`src/rtl/fir_display_pkg.sv`:
```
// Shared types and helpers for the FIR result display path.
package fir_display_pkg;

  typedef enum logic [1:0] {
    IDLE  = 2'd0,
    SHIFT = 2'd1,
    DONE  = 2'd2
  } conv_state_t;

  localparam int BCD_W = 16;

  // Active-high {g,f,e,d,c,b,a} pattern with every segment dark.
  localparam logic [6:0] SEG_BLANK = 7'h00;

  // BCD nibble to active-high {g,f,e,d,c,b,a}; codes above 9 are dark.
  function automatic logic [6:0] seg7_decode(input logic [3:0] nib);
    logic [6:0] seg;
    case (nib)
      4'd0:    seg = 7'h3F;
      4'd1:    seg = 7'h06;
      4'd2:    seg = 7'h5B;
      4'd3:    seg = 7'h4F;
      4'd4:    seg = 7'h66;
      4'd5:    seg = 7'h6D;
      4'd6:    seg = 7'h7D;
      4'd7:    seg = 7'h07;
      4'd8:    seg = 7'h7F;
      4'd9:    seg = 7'h6F;
      default: seg = SEG_BLANK;
    endcase
    return seg;
  endfunction

endpackage

```
`src/rtl/fir_result_display_bin2bcd.sv`:
```
// Sequential double-dabble: 12-bit binary to 4 BCD digits, one shift per clock.
// Samples that arrive while a conversion runs are held in a 1-deep pending
// register; a newer sample silently replaces an older held one.
module bin2bcd_seq
  import fir_display_pkg::*;
(
  input  logic             i_clk,
  input  logic             i_rst_n,
  input  logic [11:0]      i_data,
  input  logic             i_data_valid,
  output logic             o_busy,
  output logic [BCD_W-1:0] o_bcd,
  output logic             o_bcd_valid
);

  conv_state_t      state_q, state_d;
  logic [27:0]      sr_q, sr_d;
  logic [27:0]      adj;
  logic [3:0]       cnt_q, cnt_d;
  logic             pend_vld_q, pend_vld_d;
  logic [11:0]      pend_data_q, pend_data_d;
  logic [BCD_W-1:0] bcd_q, bcd_d;
  logic             bcd_valid_q, bcd_valid_d;

  // Next-state, shift register and pending-sample logic.
  always_comb begin
    state_d     = state_q;
    sr_d        = sr_q;
    cnt_d       = cnt_q;
    pend_vld_d  = pend_vld_q;
    pend_data_d = pend_data_q;
    bcd_d       = bcd_q;
    bcd_valid_d = 1'b0;
    adj         = sr_q;
    case (state_q)
      IDLE: begin
        // A fresh strobe takes priority over a held sample.
        if (i_data_valid) begin
          sr_d       = {16'b0, i_data};
          cnt_d      = 4'd0;
          pend_vld_d = 1'b0;
          state_d    = SHIFT;
        end else if (pend_vld_q) begin
          sr_d       = {16'b0, pend_data_q};
          cnt_d      = 4'd0;
          pend_vld_d = 1'b0;
          state_d    = SHIFT;
        end
      end
      SHIFT: begin
        for (int i = 0; i < 4; i++) begin
          if (adj[12+4*i +: 4] >= 4'd5) adj[12+4*i +: 4] = adj[12+4*i +: 4] + 4'd3;
        end
        sr_d = {adj[26:0], 1'b0};
        if (cnt_q == 4'd11) state_d = DONE;
        else                cnt_d   = cnt_q + 4'd1;
      end
      DONE: begin
        bcd_d       = sr_q[27:12];
        bcd_valid_d = 1'b1;
        state_d     = IDLE;
      end
      default: state_d = IDLE;
    endcase
    if (i_data_valid && (state_q != IDLE)) begin
      pend_vld_d  = 1'b1;
      pend_data_d = i_data;
    end
  end

  // State and datapath registers.
  always_ff @(posedge i_clk or negedge i_rst_n) begin
    if (!i_rst_n) begin
      state_q     <= IDLE;
      sr_q        <= '0;
      cnt_q       <= '0;
      pend_vld_q  <= 1'b0;
      pend_data_q <= '0;
      bcd_q       <= '0;
      bcd_valid_q <= 1'b0;
    end else begin
      state_q     <= state_d;
      sr_q        <= sr_d;
      cnt_q       <= cnt_d;
      pend_vld_q  <= pend_vld_d;
      pend_data_q <= pend_data_d;
      bcd_q       <= bcd_d;
      bcd_valid_q <= bcd_valid_d;
    end
  end

  assign o_busy      = (state_q != IDLE) | pend_vld_q;
  assign o_bcd       = bcd_q;
  assign o_bcd_valid = bcd_valid_q;

endmodule

```
`src/rtl/fir_result_display.sv`:
```
// FIR result display: BCD conversion plus a time-multiplexed 4-digit
// 7-segment driver showing the value as "dd.dd".
module fir_result_display
  import fir_display_pkg::*;
#(
  parameter int DATA_W     = 12,
  parameter int DIGITS     = 4,
  parameter int SCAN_DIV   = 50000,
  parameter int SEG_ACT_LO = 1,
  parameter int DP_DIGIT   = 2
) (
  input  logic              i_clk,
  input  logic              i_rst_n,
  input  logic [DATA_W-1:0] i_data,
  input  logic              i_data_valid,
  output logic              o_busy,
  output logic [BCD_W-1:0]  o_bcd,
  output logic              o_bcd_valid,
  output logic [7:0]        o_seg,
  output logic [DIGITS-1:0] o_an
);

  localparam int CNT_W = $clog2(SCAN_DIV + 1);
  localparam int IDX_W = (DIGITS > 1) ? $clog2(DIGITS) : 1;
  localparam logic [7:0]        SEG_OFF = (SEG_ACT_LO != 0) ? 8'hFF : 8'h00;
  localparam logic [DIGITS-1:0] AN_OFF  = (SEG_ACT_LO != 0) ? '1 : '0;

  logic [BCD_W-1:0]  bcd;
  logic [CNT_W-1:0]  cnt_q, cnt_d;
  logic [IDX_W-1:0]  idx_q, idx_d;
  logic [7:0]        seg_q, seg_d;
  logic [DIGITS-1:0] an_q, an_d;
  logic [3:0]        nib;
  logic [6:0]        seg_hi;
  logic [7:0]        seg_act;
  logic [DIGITS-1:0] an_act;

  bin2bcd_seq u_conv (
    .i_clk        (i_clk),
    .i_rst_n      (i_rst_n),
    .i_data       (i_data),
    .i_data_valid (i_data_valid),
    .o_busy       (o_busy),
    .o_bcd        (bcd),
    .o_bcd_valid  (o_bcd_valid)
  );

  // Scan timing and the segment/anode pattern for the digit selected next.
  always_comb begin
    cnt_d = cnt_q + 1'b1;
    idx_d = idx_q;
    if (cnt_q == CNT_W'(SCAN_DIV - 1)) begin
      cnt_d = '0;
      idx_d = (idx_q == IDX_W'(DIGITS - 1)) ? '0 : idx_q + 1'b1;
    end
    nib    = bcd[{idx_d, 2'b00} +: 4];
    seg_hi = seg7_decode(nib);
    // Suppress a leading zero on the most significant digit only.
    if ((idx_d == IDX_W'(DIGITS - 1)) && (nib == 4'd0)) seg_hi = SEG_BLANK;
    seg_act = {(idx_d == IDX_W'(DP_DIGIT)), seg_hi};
    an_act  = DIGITS'(1) << idx_d;
    seg_d   = (SEG_ACT_LO != 0) ? ~seg_act : seg_act;
    an_d    = (SEG_ACT_LO != 0) ? ~an_act  : an_act;
  end

  // Scan registers; anodes and segments move on the same edge as the index.
  always_ff @(posedge i_clk or negedge i_rst_n) begin
    if (!i_rst_n) begin
      cnt_q <= '0;
      idx_q <= '0;
      seg_q <= SEG_OFF;
      an_q  <= AN_OFF;
    end else begin
      cnt_q <= cnt_d;
      idx_q <= idx_d;
      seg_q <= seg_d;
      an_q  <= an_d;
    end
  end

  assign o_bcd = bcd;
  assign o_seg = seg_q;
  assign o_an  = an_q;

endmodule

```
`config.mk`:
```
export PLATFORM = sky130hd
export DESIGN_NAME = fir_result_display
export DESIGN_NICKNAME = d
export VERILOG_FILES = /design/src/rtl/fir_display_pkg.sv /design/src/rtl/fir_result_display_bin2bcd.sv /design/src/rtl/fir_result_display.sv
export SDC_FILE = /design/constraint.sdc
export NUM_CORES = 1
export LEC_CHECK = 0
export CAP_MARGIN = 20
export CORE_MARGIN = 2
export CORE_UTILIZATION = 40
export CTS_CLUSTER_DIAMETER = 40
export DETAILED_ROUTE_END_ITERATION = 10
export GPL_TIMING_DRIVEN = 0
export HOLD_SLACK_MARGIN = 0.02
export PLACE_DENSITY = 0.6
export SETUP_SLACK_MARGIN = 0.02
export SYNTH_ARGS = -nofsm -noshare
export SYNTH_HDL_FRONTEND = slang
export SYNTH_SLANG_ARGS = --single-unit
```
`constraint.sdc`:
```
create_clock -name i_clk -period 8.5 [get_ports i_clk]
set_input_delay 1.275 -clock i_clk [delete_from_list [all_inputs] [get_ports i_clk]]
set_output_delay 1.275 -clock i_clk [all_outputs]
set_load 0.005 [all_outputs]
```
### Word level (Yosys, flattened, before mapping)

Memory sizes are Yosys's and may differ from the RTL's.
Cells that the tools add are included.

| word-level totals | value |
|---|---|
| input port bits | 15 |
| memory bits (read-only) | 112 |
| flip-flop bits (word level) | 94 |
| memories | 1 |
| output and inout bits | 30 |

Memories:

| name | depth | bits a word | read ports | clocked after Yosys merged registers in | write ports | RTL line | text |
|---|---|---|---|---|---|---|---|
| (name not given) | 16 | 7 | 1 | 0 | 0 | fir_display_pkg.sv:18 | `case (nib)` |

| operators by class | value |
|---|---|
| bitwise operators | 3 |
| shift operators | 2 |
| magnitude comparators | 4 |
| mux-type cells | 22 |
| reduce and logical (&&, ||, !) cells | 10 |
| equal/unequal tests | 10 |
| add/subtract/negate cells | 7 |

Operators by type and width:

| operator | count |
|---|---|
| two-way mux 28 bit | 2 |
| one-hot mux 28 bit (2 select lines) | 1 |
| two-way mux 4 bit | 6 |
| adder 16 x 1 -> 16 bit (second input constant) | 1 |
| == test 16 bit (second input constant) | 1 |
| >= comparator 4 x 3 -> 1 bit (second input constant) | 4 |
| two-way mux 16 bit | 1 |
| variable part select 16 x 5 -> 4 bit | 1 |
| adder 4 x 2 -> 4 bit (second input constant) | 3 |
| two-way mux 2 bit | 5 |
| == test 2 bit (second input constant) | 4 |
| NOT 8 bit | 1 |
| one-hot mux 4 bit (2 select lines) | 1 |
| two-way mux 7 bit | 1 |
| nonzero test 2 bit | 3 |
| adder 4 x 1 -> 4 bit (second input constant) | 1 |
| == test 4 bit (second input constant) | 1 |
| logical NOT 4 bit | 1 |
| NOT 4 bit | 1 |
| one-hot mux 2 bit (2 select lines) | 1 |
| AND reduction 2 bit | 2 |
| << shifter 1 x 2 -> 4 bit (first input constant) | 1 |
| adder 3 x 2 -> 3 bit (second input constant) | 1 |
| two-way mux 1 bit | 3 |
| 10 further kinds | 11 |

### Logic depth before layout (Yosys ltp)

| depth | value |
|---|---|
| depth in word-level cells | 8 |
| mapped depth | 13 |
| gate-level depth less buffers | 11 |

### Cells and area by module

A second synthesis with hierarchy kept.

| second synthesis, totals | value |
|---|---|
| cells, all modules | 449 |
| area, all modules | 4,699.5 sq um |

By module, submodules not included:

| module | instances | seq. area each (sq um) | area each (sq um) | cells an instance |
|---|---|---|---|---|
| bin2bcd_seq | 1 | 1,601.5 | 3,169.3 | 302 |
| fir_result_display | 1 | 739.5 | 1,530.2 | 147 |

### Worst setup path after synthesis

No wires, ideal clock.

| timing | value |
|---|---|
| path kind | reg2reg |
| from | register cnt_q[12] |
| to | register seg_q[5] (netlist: o_seg[5]) |
| clock period less this slack | 3,204 ps |
| setup time | 81 ps |
| buffers on the path | 0 |
| setup slack | 5,296 ps |
| cell stages (with the launch flop) | 10 |
| arrival time | 3,122 ps |
| required time | 8,419 ps |
| cells stage by stage | dfrtp_1 -> or4_1 -> nor4_2 -> mux2i_1 -> clkinv_1 -> mux2i_1 -> inv_1 -> ha_1 -> and2_1 -> o211ai_1 |

| on the way | value |
|---|---|
| cells in the longest elaborated chain, start to end | 7 |

Ends and longest elaborated chain:

| element | RTL line | text |
|---|---|---|
| from (decl) | fir_result_display.sv:29 | `logic [CNT_W-1:0] cnt_q, cnt_d;` |
| from (signal assigned) | fir_result_display.sv:74 | `cnt_q <= cnt_d;` |
| == test 16 bit (*) | fir_result_display.sv:52 | `if (cnt_q == CNT_W'(SCAN_DIV - 1)) begin` |
| two-way mux 2 bit (*) | fir_result_display.sv:52 |  |
| net idx_d[0] | fir_result_display.sv:30 | `logic [IDX_W-1:0] idx_q, idx_d;` |
| branches (longest 3 deep; another with memory read (16 x 7 bit)) | n/a |  |
| two-way mux 7 bit (*) | fir_result_display.sv:59 | `if ((idx_d == IDX_W'(DIGITS - 1)) && (nib == 4'd0)) seg_hi = SEG_BLANK;` |
| NOT 8 bit (*) | fir_result_display.sv:62 | `seg_d = (SEG_ACT_LO != 0) ? ~seg_act : seg_act;` |
| net seg_d[5] | fir_result_display.sv:31 | `logic [7:0] seg_q, seg_d;` |
| to (signal assigned) | fir_result_display.sv:76 | `seg_q <= seg_d;` |
| to (decl) | fir_result_display.sv:31 |  |

Mark *: on every way through the listed nets, which the timed path passes.
A chain may end at the register's enable or synchronous reset.

### Final worst setup path

| timing | value |
|---|---|
| from | register cnt_q[12] |
| to | register seg_q[1] (netlist: o_seg[1]) |

The elaborated chain is that of the path after synthesis.

==> run summary <==
Slew Viols, Final - 0
Initial Util - 0.416
First-pass GRT wire length - 14500 µm
WL per Instance - 14.6 µm
Sw frac - 0.336
RSZ-0062 raised after global routing - no
Buffers plus inverters on the worst setup path - 2
Part of the power in registers - 0.451
Die Y - 108 µm
Routability Congestion - 0.806
Worst setup EP type - flop
Final hold violations - 0
Worst-Margin Slew - 688 ps
Top delay family on crit path - multiplexers
CTS Buf Count - 9
Final period utilization - 0.446
Largest area contributor in the netlist - dfrtp_1
Ports - 45
Inserted Diodes - 0
Port Buf Inserts - 43
Slowest CP cell - mux2i_1
WHS Path Cells - 1
Pleak - 2.31 nW
Largest net degree at the start of global routing - 50
Netlist area before placement - 4330 µm²
Max-slew headroom - 0.528
Iter 0 DRT Violations - 115
Synth async-reset ratio - 1.00
Kind of critical path - flop to flop
H-Tree Depth - 3
Clock sinks - 93
Vias per Instance - 5.14
Std cell rows - 37
Int Power - 998 µW
Synthesized instance count - 382
Syn_nets - 414
Clock-pin slew on the worst setup and hold paths - 100 ps
Synth Warn # - 0
Post-synth EDFFs - 0
CP Cell Sequence - or4_1 > nor4_2 > mux2i_1 > clkinv_1 > mux2i_1 > inv_1 > ha_1 > nand3_1 > o211ai_1
Max cap viols - 0
Setup skew after layout - 13.6 ps
Stages on worst setup path - 9
Core area - 10400 µm²
Comb pwr share - 0.349
Inst Count DP - 562
Synth cell types - 41
Final net count - 469
CTS Hold Buffers Added - 0
Most frequent CP cell - mux2i_1
DRT Pass-1 Iters - 4
Post-CTS setup buffers - 0
Initial antenna violation count - 0
Peak per-stage delay on the critical path - 650 ps
Die Area - 11700 µm²
Clock root buffer - clkbuf_8
Total gr overflow - 0
Drt drc - 0
Clock network fraction of design power - 0.200
Worst-skew pair later-pin latency - 360 ps
Tot GR Track Use - 0.158
Reg2reg path depth - 9
Number of global-route vias before repair - 2977
Post-synthesis register bit count - 93
Switching power total - 505 µW
Critical Path Start Type - flop
Critical path required time - 8780 ps
Resize count post-CTS - 0
DRT Wirelength - 8420 µm
PwrDens - 292 nW/µm²
Outcome - completed
Hold Path Class - flop to flop
Top FF cell, synth - dfrtp_1
Die W - 108 µm
Vias - 2970
CTS tree - done
Arr. time, crit path - 4070 ps
Synth top area share - 0.474
Min cycle time layout - 3790 ps
Post-synthesis sequential area ratio - 0.541
Routed Antenna Nets - 0
Max Clock Freq - 264 MHz
Non-filler cells in the finished layout - 578
Setup-failing EPs final - 0
HPWL after detailed placement - 5990 µm
Layout cell share with drive strength beyond 1 - 0.124
Mapped Avg Cell Area - 11.3 µm²
Synth-to-Final Area Change - 19.1%
Peak supply drop - 0.113 mV
Clock Path Buffers - 2
Setup TNS - 0 ps
Crit-path max FO - 7
Leading post-synthesis cells by cell area - dfrtp_1, dfstp_2, mux2i_1
## flip-flops by register name, indices dropped and copies added, names as in the netlist
name and cells:
u_conv.sr_q 28, cnt_q 16, u_conv.o_bcd 16, u_conv.pend_data_q 12, o_seg 7, o_an 4
u_conv.cnt_q 4, idx_q 2, u_conv.state_q 2, u_conv.o_bcd_valid 1, u_conv.pend_vld_q 1
## path summary, 6_finish.rpt
path                       startpoint  endpoint  slack (ps)
setup / recovery            cnt_q[12]  o_seg[1]        4710
hold / removal               cnt_q[5]  cnt_q[5]         500
setup reg to reg            cnt_q[12]  o_seg[1]        4710
hold reg to reg              cnt_q[5]  cnt_q[5]         500
max in group asynchronous     i_rst_n   o_an[0]        6890
min in group asynchronous     i_rst_n  cnt_q[9]         910
## area by class of cell
type,instances,area (µm²)
Clock buffer,10,138
Clock inverter,6,62.6
Inverter,13,48.8
Tap cell,136,170
Timing Repair Buffer,44,455
Fill cell,964,5260
Buffer,17,72.6
Multi-Input combinational cell,259,1870
Sequential cell,93,2340
## cells in the mapped netlist (2+ instances only)
library cell	count
o21ai_0	23
nand4_1	3
o22ai_1	4
nor2b_1	2
buf_4	2
dfrtp_1	82
a32o_1	4
nand2_1	31
a21oi_1	11
or3_1	3
xnor2_1	12
a221o_1	11
o211ai_1	6
and3_1	3
nor2_1	31
inv_1	12
xor2_1	8
nand3_1	12
o32ai_1	3
mux2_2	21
and2_1	4
nand2b_1	7
o31ai_1	4
clkbuf_1	14
dfstp_2	11
ha_1	17
mux2i_1	27
## power groups by stage
stage          sequential (mW)  combinational (mW)  clock [mW]
2_1_floorplan            0.661               0.351           0
3_3_place_gp             0.682               0.516           0
3_5_place_dp             0.685               0.530           0
4_1_cts                  0.677               0.532       0.310
5_1_grt                  0.693               0.598       0.327
6_report                 0.677               0.525       0.300
## kinds of logic after synthesis
logic type | synth area share
mux | 0.117
flops | 0.541
xor+xnor | 0.0405
fa+ha+maj | 0.0491
buf+inv | 0.0280
simple gates | 0.114
compound gates | 0.110
## through the flow
step                hold slack, ps   util  setup WS [ps]  area [µm²]  power [mW]
floorplan                      450      -           5300        4330        1.01
CTS                            500  0.495           4670        5150        1.52
finish                         505  0.495           4710        5150        1.50
global route                   526  0.495           4330        5150        1.62
global placement               466  0.473           2780        4930        1.20
detailed placement             478  0.476           4690        4950        1.21
## per-layer routing
layer  up-vias  wire length (µm)  track usage
li1       1460                 -            -
met1      1449              4100        0.219
met2        53              3880        0.247
met3         8               350       0.0277
met4         0                92       0.0623
met5         -                 0            0
## cell usage in the layout (no fill, tap or decap), types with 2 or more instances in the layout
cell	n
a21oi_1	11
a221o_1	11
a32o_1	4
and2_1	4
and3_1	3
buf_4	3
clkbuf_1	14
clkbuf_8	10
clkdlybuf4s50_1	42
clkinv_1	2
clkinvlp_4	2
dfrtp_1	82
dfstp_2	11
ha_1	17
inv_1	12
mux2_2	21
mux2i_1	27
nand2_1	31
nand2b_1	7
nand3_1	12
nand4_1	3
nor2_1	31
nor2b_1	2
o211ai_1	6
o21ai_0	23
o22ai_1	4
o31ai_1	4
o32ai_1	3
or3_1	3
xnor2_1	12
xor2_1	8
(Power assumes the default switching activity.)
